--- src/rtl/vram_write_ctrl.sv ---
// Write-side front end for the double-buffered 80x60 character frame buffer.
// Queues (x, y, char) requests, drains them as linear VRAM writes, and runs full-screen clears and buffer commits.
module vram_write_ctrl #(
    parameter int FIFO_DEPTH = 8,
    parameter int COLS       = 80,
    parameter int ROWS       = 60
) (
    input  logic        clk,
    input  logic        rst,
    input  logic        req_valid,
    output logic        req_ready,
    input  logic [6:0]  req_x,
    input  logic [5:0]  req_y,
    input  logic [7:0]  req_char,
    input  logic        clear_req,
    input  logic [7:0]  fill_char,
    input  logic        commit_req,
    output logic        a_wr,
    output logic [12:0] a_addr,
    output logic [7:0]  a_din,
    output logic        commit,
    output logic        busy,
    output logic [7:0]  err_cnt
);

    localparam int          AW        = $clog2(FIFO_DEPTH);
    localparam int          PW        = AW + 1;
    localparam logic [12:0] COLS_W    = 13'(COLS);
    localparam logic [12:0] ROWS_W    = 13'(ROWS);
    localparam logic [12:0] LAST_ADDR = 13'(COLS * ROWS - 1);

    typedef enum logic [1:0] {IDLE, DRAIN, CLEAR, COMMIT} state_t;

    typedef struct packed {
        logic [12:0] addr;
        logic [7:0]  ch;
    } entry_t;

    state_t      state;
    entry_t      mem [FIFO_DEPTH];
    entry_t      head;
    logic [AW:0] wr_ptr;
    logic [AW:0] rd_ptr;
    logic [AW:0] clear_mark;
    logic        clear_pend;
    logic        commit_pend;
    logic [12:0] clr_cnt;
    logic [7:0]  fill_q;
    logic [12:0] req_addr;
    logic        fifo_empty;
    logic        fifo_full;
    logic        in_range;
    logic        accept;
    logic        push;
    logic        pop;
    logic        drain_ok;
    logic        clear_take;
    logic        commit_take;

    assign fifo_empty  = (wr_ptr == rd_ptr);
    assign fifo_full   = (wr_ptr[AW] != rd_ptr[AW]) && (wr_ptr[AW-1:0] == rd_ptr[AW-1:0]);
    assign req_ready   = !fifo_full && !commit_pend;
    assign accept      = req_valid && req_ready;
    assign in_range    = ({6'd0, req_x} < COLS_W) && ({7'd0, req_y} < ROWS_W);
    assign push        = accept && in_range;
    assign req_addr    = {6'd0, req_x} + {7'd0, req_y} * COLS_W;
    assign head        = mem[rd_ptr[AW-1:0]];
    assign clear_take  = clear_req && !clear_pend && (state != CLEAR);
    assign commit_take = commit_req && !commit_pend;

    // Entries at or past clear_mark arrived after the pending clear and must wait for it.
    assign drain_ok    = !fifo_empty && !(clear_pend && (rd_ptr == clear_mark));
    assign pop         = (state == DRAIN) && drain_ok;
    assign busy        = !fifo_empty || clear_pend || commit_pend || (state != IDLE);

    // NOTE: the FIFO storage has no reset; only the pointers define which entries are valid.
    always_ff @(posedge clk) begin
        if (push)
            mem[wr_ptr[AW-1:0]] <= entry_t'({req_addr, req_char});
    end

    // NOTE: all sequential state uses non-blocking assignments so every register samples pre-edge values.
    always_ff @(posedge clk or posedge rst) begin
        if (rst) begin
            wr_ptr     <= '0;
            rd_ptr     <= '0;
            clear_mark <= '0;
        end else begin
            wr_ptr <= wr_ptr + PW'(push);
            rd_ptr <= rd_ptr + PW'(pop);
            if (clear_take)
                clear_mark <= wr_ptr + PW'(push);
        end
    end

    always_ff @(posedge clk or posedge rst) begin
        if (rst)
            err_cnt <= '0;
        else if (accept && !in_range && (err_cnt != 8'hff))
            err_cnt <= err_cnt + 8'd1;
    end

    always_ff @(posedge clk or posedge rst) begin
        if (rst) begin
            state       <= IDLE;
            clear_pend  <= 1'b0;
            commit_pend <= 1'b0;
            clr_cnt     <= '0;
            fill_q      <= '0;
            a_wr        <= 1'b0;
            a_addr      <= '0;
            a_din       <= '0;
            commit      <= 1'b0;
        end else begin
            a_wr   <= 1'b0;
            commit <= 1'b0;
            if (clear_take) begin
                clear_pend <= 1'b1;
                fill_q     <= fill_char;
            end
            if (commit_take)
                commit_pend <= 1'b1;

            case (state)
                IDLE: begin
                    if (drain_ok) begin
                        state <= DRAIN;
                    end else if (clear_pend) begin
                        state      <= CLEAR;
                        clear_pend <= 1'b0;
                        clr_cnt    <= '0;
                    end else if (fifo_empty && commit_pend) begin
                        state       <= COMMIT;
                        commit      <= 1'b1;
                        commit_pend <= 1'b0;
                    end
                end
                DRAIN: begin
                    if (drain_ok) begin
                        a_wr   <= 1'b1;
                        a_addr <= head.addr;
                        a_din  <= head.ch;
                    end else begin
                        state <= IDLE;
                    end
                end
                CLEAR: begin
                    a_wr   <= 1'b1;
                    a_addr <= clr_cnt;
                    a_din  <= fill_q;
                    if (clr_cnt == LAST_ADDR)
                        state <= IDLE;
                    else
                        clr_cnt <= clr_cnt + 13'd1;
                end
                COMMIT: state <= IDLE;
                default: state <= IDLE;
            endcase
        end
    end

endmodule

--- config.mk ---
export PLATFORM = sky130hd
export DESIGN_NAME = vram_write_ctrl
export DESIGN_NICKNAME = d
export VERILOG_FILES = /design/src/rtl/vram_write_ctrl.sv
export SDC_FILE = /design/constraint.sdc
export NUM_CORES = 1
export LEC_CHECK = 0
export CAP_MARGIN = 20
export CORE_MARGIN = 2
export CORE_UTILIZATION = 50
export CTS_BUF_LIST = sky130_fd_sc_hd__clkbuf_16
export DETAILED_ROUTE_END_ITERATION = 7
export GPL_TIMING_DRIVEN = 0
export PLACE_DENSITY = 0.69
export SLEW_MARGIN = 0
export SYNTH_ARGS = -nofsm -noshare
export SYNTH_HDL_FRONTEND = slang
export SYNTH_SLANG_ARGS = --single-unit
--- constraint.sdc ---
create_clock -name clk -period 3.84 [get_ports clk]
set_clock_uncertainty 0.05 [all_clocks]
set_input_delay 0.384 -clock clk [delete_from_list [all_inputs] [get_ports clk]]
set_output_delay 0.384 -clock clk [all_outputs]
set_load 0.02 [all_outputs]
==> flow_summary.json <==
{
  "cts_sinks": 236,
  "clkTransAtPathRegs_ns": 0.06,
  "register_area_mm2": 0.00675,
  "tightest_slew_ns": 1.09,
  "syn-cell-area_mm2": 0.0101,
  "num_vias": 5783,
  "ys_types": 56,
  "grt_pass1_vias": 5985,
  "fmax_mhz": 336,
  "grt_pass1_wl_um": 34100,
  "fillers": 1523,
  "grt_start_max_net_pins": 69,
  "worstPathMaxFanout": 10,
  "critical_path_class": "reg -> reg",
  "avgSynthCellArea_um2": 16.8,
  "multi_input_area_mm2": 0.00319,
  "synth_warnings": 0,
  "syn_nets": 659,
  "port_buffers": 66,
  "finalPower_mw": 8.78,
  "synth_top_family_by_area": "multiplexers",
  "drv_slew": 0,
  "drt-initial-drc-count": 418,
  "holdWs_ns": 0.347,
  "p_switching_mw": 2.79,
  "cts_tree": "done",
  "required_ns": 4.20,
  "period_share": 0.775,
  "n_antenna_cell": 0,
  "detail-route-antenna-nets": 0,
  "final.min_clock_period_ns": 2.98,
  "postRouteWirelength_um": 22000,
  "ios": 67,
  "hpwl_um": 14600,
  "ir_worst_vdd_mv": 0.423,
  "drv_cap": 0,
  "synth-edff-count": 168,
  "synth_compound_area_frac": 0.0517,
  "insertion_delay_ns": 0.53,
  "initial_core_util": 0.504,
  "pwr-share-comb": 0.345,
  "gr-usage-all-layers": 0.210,
  "setup.worst_path.end_class": "flop",
  "synthCells": 602,
  "first_pass_iters": 5,
  "antenna_found_initial": 0,
  "rsz0062_at_grt": "false",
  "cts_resized": 0,
  "synthAdderAreaFrac": 0.0300,
  "rows": 52,
  "dpl_cell_area_mm2": 0.0113,
  "place_congestion": 0.847,
  "p_per_area_mw_per_mm2": 723,
  "swShare": 0.318,
  "start_kind": "flop",
  "yosysSeqAreaShare": 0.667,
  "final_nets": 762,
  "coreArea_mm2": 0.0200,
  "setup_violations": 0,
  "synth-main-ff-cell": "edfxtp_1",
  "synthXorXnorAreaFrac": 0.0249,
  "post_cts.repair.setup_buffers": 0,
  "htree_levels": 1,
  "die_width_um": 146,
  "drive_above_1_share": 0.217,
  "drcViolationCount": 0,
  "syn_to_final_growth_pct": 20.2,
  "crit_chain": "inv_1 -> ha_1 -> clkbuf_1 -> nor3b_1 -> buf_2 -> mux2_2",
  "yosys.area_share.simple": 0.0663,
  "hold_buffers": 0,
  "p_leak_nw": 4.51,
  "die_h_um": 146,
  "internal_power_mw": 5.99,
  "hold_viol_final": 0,
  "cp.buffers_inverters": 3,
  "pwr-share-clk": 0.288,
  "slowest_stage": "nor3b_1",
  "clock-root-buffer": "clkbuf_16",
  "critPathArrivalTime_ns": 3.34,
  "die_area_mm2": 0.0214,
  "routedWlPerCell_um": 22.1,
  "outcome": "complete, no violations",
  "grt-ovfl-total": 0,
  "hp-class": "in -> async",
  "seqPwrFrac": 0.367,
  "cts_max_path_buffers": 3,
  "synth_seq_cells": 236,
  "numCtsBuffers": 25,
  "path_delay_family": "simple AND/OR/NAND/NOR gates",
  "fin_area_mm2": 0.0121,
  "async_flop_share": 0.288,
  "synthMuxAreaShare": 0.139,
  "cp_slowest_stage_delay_ns": 0.96,
  "viasPerCell": 5.82,
  "slew-limit-headroom": 0.269
}
[metrics by stage]
step                      worst slack (ns)  utilization  TNS, ns  cells
after global placement               -1.07        0.554   -48.32    938
final                                0.865        0.606        0    994
after floorplan                      0.699            -        0    602
after CTS                            0.847        0.606        0    994
after detailed placement             0.423        0.563        0    948
after global routing                 0.682        0.606        0    994
[power groups by stage]
stage | logic, mW | clock network [mW] | registers, mW
3_5_place_dp | 3.03 | 0 | 3.28
6_report | 3.03 | 2.53 | 3.22
5_1_grt | 3.25 | 2.67 | 3.26
2_1_floorplan | 1.93 | 0 | 3.39
4_1_cts | 3.05 | 2.57 | 3.23
3_3_place_gp | 2.97 | 0 | 3.26
[logic make-up (layout without fill, tap and decap cells)]
group           count (synthesis)  after routing
buf+inv                        44            166
simple gates                  129            129
mux                            81             81
xor+xnor                       27             27
fa+ha+maj                      23             23
compound gates                 62             62
flops                         236            236
[synthesized netlist by cell type (9+ instances only)]
cell      number  area, um2
xnor2_1       15        131
nor2_1        22       82.6
inv_1         17       63.8
a22oi_1       11       82.6
a222oi_1       9       90.1
edfxtp_1     168       5040
nand2_1       36        135
dfrtp_1       68       1700
o21ai_0       12       60.1
clkbuf_1      10       37.5
mux4_2        42        946
nand2b_1      12       75.1
ha_1          21        263
mux2_2        16        180
nand3_1       17       85.1
mux2_4         9        135
xor2_1        10       87.6
buf_2          9       45.0
mux2i_1       13        130
[path summary, 6_finish.rpt]
check                                 from  cells past startpoint  slack [ns]             to
worst max register to register    state[0]                      6        0.86  clear_mark[1]
worst min-delay path                   rst                      2        0.35     err_cnt[1]
worst min register to register   a_addr[7]                      1        0.46      a_addr[7]
min in group clk                commit_req                      3        0.38    commit_pend
worst max-delay path              state[0]                      6        0.86  clear_mark[1]
max in group asynchronous              rst                      2        2.81     a_addr[10]
[routing by layer]
layer  routed length [um]  up-vias  GRT usage  share of wire
li1                     -     2560          -              -
met1                 9350     3000      0.286           0.43
met2                10900      192      0.354           0.49
met3                 1240       31     0.0291          0.057
met4                  516        0     0.0680          0.023
met5                    0        -          0              0
[layout make-up]
type / instances / area share
flip-flops and latches: 236 / 0.555
multi-input cells: 322 / 0.262
repair buffers: 76 / 0.0652
clock buffers: 25 / 0.0515
well taps: 270 / 0.0278
clock inverters: 21 / 0.0202
plain buffers: 27 / 0.0121
inverters: 17 / 0.00546
[worst register-to-register path, delay by kind of cell, from the launching register on]
| kind | cells | cell delay (ns) |
|---|---|---|
| AND/OR/NAND/NOR | 1 | 0.96 |
| flip-flops | 1 | 0.35 |
| buffers and inverters | 3 | 0.87 |
| adder cells (fa/ha/maj) | 1 | 0.24 |
| multiplexers | 1 | 0.39 |
[flip-flops by register name, indices dropped and copies added, names as in the netlist, 2 cells and up]
register / count
a_addr: 13
a_din: 8
clear_mark: 4
clr_cnt: 13
err_cnt: 8
fill_q: 8
mem: 168
rd_ptr: 4
state: 2
wr_ptr: 4
[placed cells by master, fill, tap and decap left out, drive strengths merged, types with 10 or more instances in the layout]
master / n
ha: 21
xor2: 10
mux2i: 14
a22oi: 11
clkbuf: 35
mux2: 25
clkinv: 12
inv: 20
xnor2: 17
nor2: 22
mux4: 42
dfrtp: 68
clkdlybuf4s50: 66
buf: 27
o21ai: 12
nand2: 36
edfxtp: 168
nand2b: 12
nand3: 17
No activity file was read; power rests on OpenSTA's default activity.
